### src/rtl/noc_activity_watchdog.sv
// noc_activity_watchdog: multi-channel NoC activity monitor.
// It snoops CHANNELS buses and ends a run when the cycle budget is used up
// or when no bus has changed for IDLE_LIMIT cycles. A per-channel stalled
// flag marks each bus that has stayed unchanged for CH_IDLE_LIMIT cycles.
module noc_activity_watchdog #(
    parameter int CHANNELS      = 8,
    parameter int CH_WIDTH      = 16,
    parameter int CNT_W         = 32,
    parameter int MAX_CYCLES    = 10000,
    parameter int IDLE_LIMIT    = 100,
    parameter int CH_IDLE_LIMIT = 50
) (
    input  logic                         clk,
    input  logic                         a_rst,
    input  logic                         start,
    input  logic                         clear,
    input  logic [CHANNELS*CH_WIDTH-1:0] bus_i,
    output logic                         running_o,
    output logic                         done_o,
    output logic [1:0]                   cause_o,
    output logic [CNT_W-1:0]             cycles_o,
    output logic                         active_o,
    output logic [CHANNELS-1:0]          stalled_o
);

    localparam logic [CNT_W-1:0] MAX_LIM  = CNT_W'(MAX_CYCLES);
    localparam logic [CNT_W-1:0] G_LIM    = CNT_W'(IDLE_LIMIT);
    localparam logic [CNT_W-1:0] CH_LIM   = CNT_W'(CH_IDLE_LIMIT);

    typedef enum logic [1:0] {
        IDLE  = 2'd0,
        PRIME = 2'd1,
        RUN   = 2'd2,
        DONE  = 2'd3
    } state_t;

    state_t              state;
    logic [CH_WIDTH-1:0] snap    [CHANNELS];
    logic [CNT_W-1:0]    ch_idle [CHANNELS];
    logic [CNT_W-1:0]    g_idle;

    logic [CNT_W-1:0]    ch_idle_nxt [CHANNELS];
    logic [CHANNELS-1:0] changed;
    logic [CHANNELS-1:0] stalled_nxt;
    logic                any_change;
    logic [CNT_W-1:0]    g_idle_nxt;
    logic [CNT_W-1:0]    cycles_nxt;
    logic [1:0]          cause_nxt;

    // Idle counters stop at their limit so they can never wrap.
    function automatic logic [CNT_W-1:0] sat_inc(input logic [CNT_W-1:0] v,
                                                  input logic [CNT_W-1:0] lim);
        return (v >= lim) ? lim : v + CNT_W'(1);
    endfunction

    // Next values for one RUN edge. The stop test uses these next values, so
    // done rises on the same edge that reaches a limit.
    always_comb begin
        changed     = '0;
        stalled_nxt = '0;
        for (int c = 0; c < CHANNELS; c++) begin
            ch_idle_nxt[c] = '0;
            if (bus_i[c*CH_WIDTH +: CH_WIDTH] != snap[c]) begin
                changed[c] = 1'b1;
            end else begin
                ch_idle_nxt[c] = sat_inc(ch_idle[c], CH_LIM);
            end
            stalled_nxt[c] = (ch_idle_nxt[c] == CH_LIM);
        end
        any_change = |changed;
        g_idle_nxt = any_change ? '0 : sat_inc(g_idle, G_LIM);
        cycles_nxt = cycles_o + CNT_W'(1);
        cause_nxt  = {(g_idle_nxt == G_LIM), (cycles_nxt == MAX_LIM)};
    end

    // Control FSM and all state registers. Clear takes priority over start in every state.
    always_ff @(posedge clk) begin
        if (!a_rst) begin
            state     <= IDLE;
            running_o <= 1'b0;
            done_o    <= 1'b0;
            cause_o   <= '0;
            cycles_o  <= '0;
            active_o  <= 1'b0;
            stalled_o <= '0;
            g_idle    <= '0;
            for (int c = 0; c < CHANNELS; c++) begin
                snap[c]    <= '0;
                ch_idle[c] <= '0;
            end
        end else if (clear) begin
            state     <= IDLE;
            running_o <= 1'b0;
            done_o    <= 1'b0;
            cause_o   <= '0;
            cycles_o  <= '0;
            active_o  <= 1'b0;
            stalled_o <= '0;
        end else begin
            case (state)
                IDLE: begin
                    active_o <= 1'b0;
                    if (start) begin
                        for (int c = 0; c < CHANNELS; c++) begin
                            snap[c]    <= bus_i[c*CH_WIDTH +: CH_WIDTH];
                            ch_idle[c] <= '0;
                        end
                        g_idle    <= '0;
                        cycles_o  <= '0;
                        cause_o   <= '0;
                        stalled_o <= '0;
                        running_o <= 1'b1;
                        state     <= PRIME;
                    end
                end
                PRIME: begin
                    // Re-snapshot the buses so that activity around the start pulse is not counted.
                    for (int c = 0; c < CHANNELS; c++) begin
                        snap[c] <= bus_i[c*CH_WIDTH +: CH_WIDTH];
                    end
                    active_o <= 1'b0;
                    state    <= RUN;
                end
                RUN: begin
                    for (int c = 0; c < CHANNELS; c++) begin
                        if (changed[c]) begin
                            snap[c] <= bus_i[c*CH_WIDTH +: CH_WIDTH];
                        end
                        ch_idle[c] <= ch_idle_nxt[c];
                    end
                    stalled_o <= stalled_nxt;
                    g_idle    <= g_idle_nxt;
                    cycles_o  <= cycles_nxt;
                    active_o  <= any_change;
                    if (|cause_nxt) begin
                        cause_o   <= cause_nxt;
                        running_o <= 1'b0;
                        done_o    <= 1'b1;
                        state     <= DONE;
                    end
                end
                DONE: begin
                    active_o <= 1'b0;
                end
                default: begin
                    state <= IDLE;
                end
            endcase
        end
    end

endmodule

### config.mk
export PLATFORM = sky130hd
export DESIGN_NAME = noc_activity_watchdog
export DESIGN_NICKNAME = d
export VERILOG_FILES = /design/src/rtl/noc_activity_watchdog.sv
export SDC_FILE = /design/constraint.sdc
export NUM_CORES = 1
export LEC_CHECK = 0
export ABC_AREA = 1
export CORE_UTILIZATION = 52
export DETAILED_ROUTE_END_ITERATION = 8
export PLACE_DENSITY = 0.81
export SETUP_SLACK_MARGIN = 0.2
export SLEW_MARGIN = 20
export SYNTH_ARGS = -nofsm -noshare
export SYNTH_HDL_FRONTEND = slang
export SYNTH_SLANG_ARGS = --single-unit
### constraint.sdc
create_clock -name clk -period 4.3 [get_ports clk]
set_input_delay 0.86 -clock clk [delete_from_list [all_inputs] [get_ports clk]]
set_output_delay 0.86 -clock clk [all_outputs]
set_load 0.01 [all_outputs]
==> results of run 1 <==
[synthesized netlist by cell type (2+ instances only)]
cell type	instances
sky130_fd_sc_hd__a21oi_1	65
sky130_fd_sc_hd__a21oi_2	4
sky130_fd_sc_hd__and2_1	2
sky130_fd_sc_hd__and3_1	4
sky130_fd_sc_hd__buf_1	3
sky130_fd_sc_hd__buf_2	13
sky130_fd_sc_hd__clkbuf_1	21
sky130_fd_sc_hd__dfxtp_1	111
sky130_fd_sc_hd__edfxtp_1	352
sky130_fd_sc_hd__ha_1	25
sky130_fd_sc_hd__inv_1	291
sky130_fd_sc_hd__inv_2	9
sky130_fd_sc_hd__nand2_1	433
sky130_fd_sc_hd__nand2_2	14
sky130_fd_sc_hd__nand2_4	2
sky130_fd_sc_hd__nand3_1	80
sky130_fd_sc_hd__nand3_2	5
sky130_fd_sc_hd__nand3b_1	10
sky130_fd_sc_hd__nand4_1	34
sky130_fd_sc_hd__nor2_1	286
sky130_fd_sc_hd__nor2_2	16
sky130_fd_sc_hd__nor2_4	8
sky130_fd_sc_hd__nor2_8	2
sky130_fd_sc_hd__nor3_1	45
sky130_fd_sc_hd__nor3b_1	4
sky130_fd_sc_hd__nor4_1	41
sky130_fd_sc_hd__o2111ai_1	3
sky130_fd_sc_hd__o211ai_1	3
sky130_fd_sc_hd__o21a_1	4
sky130_fd_sc_hd__o21ai_0	22
sky130_fd_sc_hd__o22ai_1	2
sky130_fd_sc_hd__o31ai_1	2
sky130_fd_sc_hd__or2_2	6
sky130_fd_sc_hd__xnor2_1	114
sky130_fd_sc_hd__xor2_1	24
sky130_fd_sc_hd__xor2_2	2
[worst max-delay path: stages]
cell and delay, ns:
sky130_fd_sc_hd__clkdlybuf4s50_1 0.54, sky130_fd_sc_hd__inv_2 0.14, sky130_fd_sc_hd__nor2_4 0.07, sky130_fd_sc_hd__inv_2 0.10
sky130_fd_sc_hd__buf_4 0.33, sky130_fd_sc_hd__nor2_1 0.10, sky130_fd_sc_hd__buf_4 0.19, sky130_fd_sc_hd__a21oi_1 0.21
sky130_fd_sc_hd__a21boi_4 0.26, sky130_fd_sc_hd__buf_4 0.56, sky130_fd_sc_hd__nor2_1 0.11
[flip-flops by register name, indices dropped and copies added (netlist names)]
signal,cells
done_o,1
ch_idle,256
cause_o,2
cycles_o,32
snap,128
stalled_o,8
active_o,1
running_o,1
g_idle,32
state,2
[where the power goes]
group          leakage [µW]  switching, µW  internal (µW)  total (µW)
combinational       0.00491            382            287         669
sequential          0.00447           98.0           5090        5190
clock              0.000678           1600           2110        3710
total                0.0101           2080           7490        9570
[how the worst min path moves through the flow]
stage / from / end
3_5_place_dp: ch_idle[0][11] / ch_idle[0][11]
3_3_place_gp: ch_idle[0][31] / ch_idle[0][31]
2_1_floorplan: ch_idle[0][16] / ch_idle[0][16]
5_1_grt: g_idle[12] / g_idle[12]
6_report: ch_idle[0][31] / ch_idle[0][31]
4_1_cts: ch_idle[0][11] / ch_idle[0][11]
[area by class of cell]
| type | count | area [µm²] | share of cell area [%] |
|---|---|---|---|
| multi-input combinational | 1452 | 7276 | 28.88 |
| inverter | 301 | 1130 | 4.485 |
| clock inverter | 14 | 147.6 | 0.5860 |
| clock buffer | 67 | 1231 | 4.887 |
| timing repair buffer | 203 | 1968 | 7.812 |
| tap | 518 | 648.1 | 2.573 |
| sequential | 463 | 12790 | 50.78 |
[metrics by stage]
step | hold slack (ns) | total power (µW) | cell area [µm²]
floorplan | 0.4153 | 5668 | 21340
global placement | 0.4253 | 5904 | 23810
detailed placement | 0.4299 | 5948 | 23810
CTS | 0.4377 | 9633 | 25190
global route | 0.4558 | 9934 | 25190
finish | 0.4352 | 9569 | 25190
[cells by family (layout without fill, tap and decap cells)]
group	count (synthesis)	in the layout	synth area share, %
AO/OA/AOI/OAI	109	109	2.932
XOR/XNOR	140	140	6.009
adder cells (fa/ha/maj)	25	25	1.514
buffers and inverters	339	585	6.258
flip-flops	463	463	61.93
other	1	182	0.01816
AND/OR/NAND/NOR	996	996	21.34
[metal layers]
metal	global-route usage, %	vias up
met1	24.94	6773
li1	-	7358
met3	3.499	108
met5	0	-
met2	37.56	414
met4	8.523	0
==> results.ini, run 1 <==
[outcome]
run_status=finished, final reports clean

[floorplanning]
die_w_um=201.3
io_pins=177
core_area_um2=38920
die_height_um=201.3
effective_utilization_at_floorplan_pct=53.07
row_count=72
die-area_um2=40520

[global_route]
antenna_found_initial=0
gr-total-overflow=0
global_route.usage.total_pct=20.94
grt_pass1_wl_mm=68.45
pin_count_of_the_biggest_net_entering_global_routing=97
grt_pass1_vias=14480

[power_and_ir_drop]
peak_supply_drop_mv=0.2511
leakage_uw=0.01006
power-per-cell-area_nw_per_um2=379.8

[cells_and_area]
area_delta_synth_final_pct=21.97
n_fill_cell=3028
finish.cell_count_without_fillers=3018
proportion_of_layout_cells_with_a_drive_suffix_above_1_pct=6.520
leading_cell_type_in_the_layout_fill_and_taps_excluded=sky130_fd_sc_hd__nand2_1
mostFrequentLayoutCells=sky130_fd_sc_hd__nand2_1, sky130_fd_sc_hd__edfxtp_1, sky130_fd_sc_hd__inv_1, sky130_fd_sc_hd__nor2_1, sky130_fd_sc_hd__conb_1
num_antenna_cells=0
nets=2622
layout.core_utilization_pct=64.73

[synth]
count_of_distinct_cell_types_in_the_synthesized_netlist=47
synthesis.yosys.warnings=0
gate_count_post_synth=2073
post_synth.cell_area_avg_um2=9.964
post_synth_main_area_contributors=sky130_fd_sc_hd__edfxtp_1, sky130_fd_sc_hd__dfxtp_1, sky130_fd_sc_hd__nand2_1, sky130_fd_sc_hd__inv_1, sky130_fd_sc_hd__nor2_1
syn-cell-area_um2=20650
postSynth.topFlopCell=sky130_fd_sc_hd__edfxtp_1
synth_enable_flop_cells=352
yosys.area.top_type=sky130_fd_sc_hd__edfxtp_1
async_reset_ff_share_pct=0
ys_seq_area_share_pct=61.93
ys_ff_latch=463
synth_top_cell_area_share_pct=51.18

[setup_path]
r2r.worst_path.cells=9
critical_path.reg2reg.endpoint=snap[1][1]
timing.critical_path.to_type=flip-flop
ff2ff_setup_slack_ns=1.45
launching_element_type_of_the_critical_path=primary input
worstPathArrival_ns=3.54
crit-reg2reg-launch=snap[1][4]
crit_fanout=64
worst-setup-path-type=in2reg
crit_path_start=a_rst
worstPathRequired_ns=4.57
crit_path_end=snap[1][1]

[hold_path]
classification_of_the_worst_slack_hold_path=reg2reg
hold_depth=2

[place]
dpl_worst_slack_ns=0.5291
place.detailed.instances=2937
io_buffer_count=176
gp_congestion=0.9363
dpl.hpwl_mm=30.00

[timing]
clock-skew-final_ns=0.02082
setup_slack_ns=1.024
maxClockFrequency_mhz=305.2
post-route-period-util_pct=76.19
max-slew-margin-rel_pct=42.69
min_period_ns=3.276
timing.setup.tns_ns=0
setup_viol_count_final=0
timing.final.hold_violations=0
report.final.slew_viol_count=0
tightest_slew_ns=0.8539
rsz0062_at_grt=false

[detailed_routing]
drt.antenna.violating_nets=0
detailroute.via_count=14650
met1_length_mm=16.95
post_drt_wl_per_cell_um=13.92
wl_met2_mm=21.02
vias_per_cell=4.855
route.top_layer_used=met4
remaining_drc_errors=0
drt_first_pass_iters=6
drt_iter0_drc=998
met3_length_mm=2.481
route.final.wire_length_mm=42.00

[clock_tree]
post_cts_resized=0
buffer_cell_driving_the_clock_tree_root=sky130_fd_sc_hd__clkbuf_16
hold_buffers=0
post-cts-setup-buffers=0
clock_latency_ns=0.55
tritoncts_buffers=44
ctsHtreeMaxLevel=2
clock-sinks=463
cts_tree=done
clk_pin_slew_ns=0.06
cts.path.max_buffers=3

[job]
maxCapViolCount=0

(Power assumes the default switching activity.)
==> inputs of run 2 (changes only) <==
Settings changed: CORE_UTILIZATION 52 to 58, PLACE_DENSITY 0.81 to 0.85.
Clock period 4.3 ns to 3.4 ns, I/O delays scaled along.
==> run 2 against run 1 <==
Net effect: die area fell by 10%; core utilization rose by 8.3 points; combinational power rose by 28%; final area rose by 0.83%; worst hold slack improved by 0.00070 ns; final cell count fell by 1.8%; clock-buffer cell count fell by 5; largest cell class unchanged.
==> results.ini, run 2 (same netlist as run 1, synthesis figures left out) <==
[clock_tree]
buffer_cell_driving_the_clock_tree_root=sky130_fd_sc_hd__clkbuf_16
ctsHtreeMaxLevel=2
post-cts-setup-buffers=0
clock-sinks=463
tritoncts_buffers=46
post_cts_resized=0
clk_pin_slew_ns=0.06
hold_buffers=0
clock_latency_ns=0.57
cts.path.max_buffers=3
cts_tree=done

[power_and_ir_drop]
sequential_power_share_pct=51.6
p_comb_share_pct=6.7
internal_power_uw=10040
p_switching_uw=2695
power-per-cell-area_nw_per_um2=501.2
power.clock.fraction_pct=41.7
peak_supply_drop_mv=0.4109
power.switching_fraction_pct=21.17
leakage_uw=0.01020

[setup_path]
worst-setup-path-type=in2reg
crit_fanout=16
launching_element_type_of_the_critical_path=primary input
timing.critical_path.to_type=flip-flop
worstPathArrival_ns=3.15
worstPathRequired_ns=3.71

[global_route]
grt_pass1_vias=14750
grt_pass1_wl_mm=69.42
antenna_found_initial=1
gr-total-overflow=0
pin_count_of_the_biggest_net_entering_global_routing=97
global_route.usage.total_pct=24.16

[floorplanning]
core_area_um2=34800
row_count=68
die-area_um2=36370
die_height_um=190.7
io_pins=177
effective_utilization_at_floorplan_pct=59.36
die_w_um=190.7

[cells_and_area]
layout.core_utilization_pct=73.00
nets=2629
area_delta_synth_final_pct=22.98
leading_cell_type_in_the_layout_fill_and_taps_excluded=sky130_fd_sc_hd__nand2_1
largest_register_ffs=256
leading_registers_by_flop_count=ch_idle: 256 flops, snap: 128 flops
num_antenna_cells=0
proportion_of_layout_cells_with_a_drive_suffix_above_1_pct=7.131
n_fill_cell=2321
regMostFlops=ch_idle
final_design_area_no_fill_um2=25400
mostFrequentLayoutCells=sky130_fd_sc_hd__nand2_1, sky130_fd_sc_hd__edfxtp_1, sky130_fd_sc_hd__inv_1, sky130_fd_sc_hd__nor2_1, sky130_fd_sc_hd__conb_1

[place]
postPlaceCellArea_um2=23790
io_buffer_count=176
gp_congestion=0.9365
dpl.hpwl_mm=30.33

[detailed_routing]
route.top_layer_used=met4
drt.antenna.violating_nets=0
met1_length_mm=17.40
met3_length_mm=2.911
remaining_drc_errors=0
post_drt_wl_per_cell_um=14.64
drt_iter0_drc=1088
route.final.wire_length_mm=43.42
wl_met2_mm=21.47
drt_first_pass_iters=5
detailroute.via_count=14800
vias_per_cell=4.990

[timing]
rsz0062_at_grt=false
clock-skew-final_ns=0.02385
setup_viol_count_final=0
min_period_ns=2.838
timing.final.hold_violations=0
report.final.slew_viol_count=0
timing.setup.tns_ns=0
tightest_slew_ns=0.8309
maxClockFrequency_mhz=352.4
max-slew-margin-rel_pct=44.48
post-route-period-util_pct=83.46

[outcome]
run_status=finished, final reports clean

[hold_path]
classification_of_the_worst_slack_hold_path=reg2reg

[job]
maxCapViolCount=0

## run 2: changes by cell type in the layout (fill, tap and decap cells not counted), sizes merged
cell | previous run | this run
bufinv | 2 | 8
buf | 27 | 32
clkbuf | 67 | 62
clkinv | 11 | 15
clkinvlp | 0 | 2
inv | 302 | 300
## run 2: path summary, 6_finish.rpt
| check | startpoint | cells past startpoint | slack [ns] | end |
|---|---|---|---|---|
| setup / recovery | bus_i[31] | 12 | 0.56 | snap[0][11] |
| hold / removal | ch_idle[0][17] | 2 | 0.44 | ch_idle[0][17] |
| setup reg to reg | cycles_o[0] | 15 | 0.57 | cause_o[0] |
| hold reg to reg | ch_idle[0][17] | 2 | 0.44 | ch_idle[0][17] |
## run 2: area by class of cell
| class | count | area, µm² | share of cell area (%) |
|---|---|---|---|
| clock buffers | 62 | 1262 | 4.970 |
| clock inverters | 24 | 345.3 | 1.359 |
| inverters | 301 | 1130 | 4.448 |
| multi-input cells | 1452 | 7276 | 28.64 |
| flip-flops and latches | 463 | 12790 | 50.36 |
| well taps | 455 | 569.3 | 2.241 |
| repair buffers | 208 | 2027 | 7.979 |
## run 2: metrics by stage
step	hold slack, ns	std cells	worst slack [ns]	power (µW)
2_1_floorplan	0.4153	2254	-0.06827	7165
3_3_place_gp	0.4243	2879	0.2122	7469
3_5_place_dp	0.4285	2879	0.04089	7526
4_1_cts	0.4371	2965	0.5610	12820
5_1_grt	0.4537	2965	0.3470	13150
6_report	0.4359	2965	0.5623	12730
## run 2: layer usage
metal | up-vias | GRT usage [%]
met5 | - | 0
met4 | 0 | 10.40
met3 | 98 | 4.380
met2 | 436 | 42.63
met1 | 6877 | 28.87
li1 | 7385 | -
## run 2: worst max-delay path: stages
cell                              delay [ns]
sky130_fd_sc_hd__clkdlybuf4s50_1        0.51
sky130_fd_sc_hd__xnor2_1                0.14
sky130_fd_sc_hd__nand2_1                0.07
sky130_fd_sc_hd__nor2_1                 0.12
sky130_fd_sc_hd__nand2_1                0.07
sky130_fd_sc_hd__nor2_1                 0.32
sky130_fd_sc_hd__inv_1                  0.20
sky130_fd_sc_hd__a21oi_1                0.22
sky130_fd_sc_hd__a21boi_4               0.25
sky130_fd_sc_hd__nand3_2                0.32
sky130_fd_sc_hd__nand2_1                0.17
sky130_fd_sc_hd__inv_1                  0.06
## run 2: power by group through the flow
stage / clock (µW) / combinational [µW] / sequential (µW)
2_1_floorplan: 0 / 508 / 6660
4_1_cts: 5400 / 853 / 6570
6_report: 5310 / 856 / 6570
3_3_place_gp: 0 / 806 / 6660
5_1_grt: 5600 / 959 / 6600
3_5_place_dp: 0 / 840 / 6690
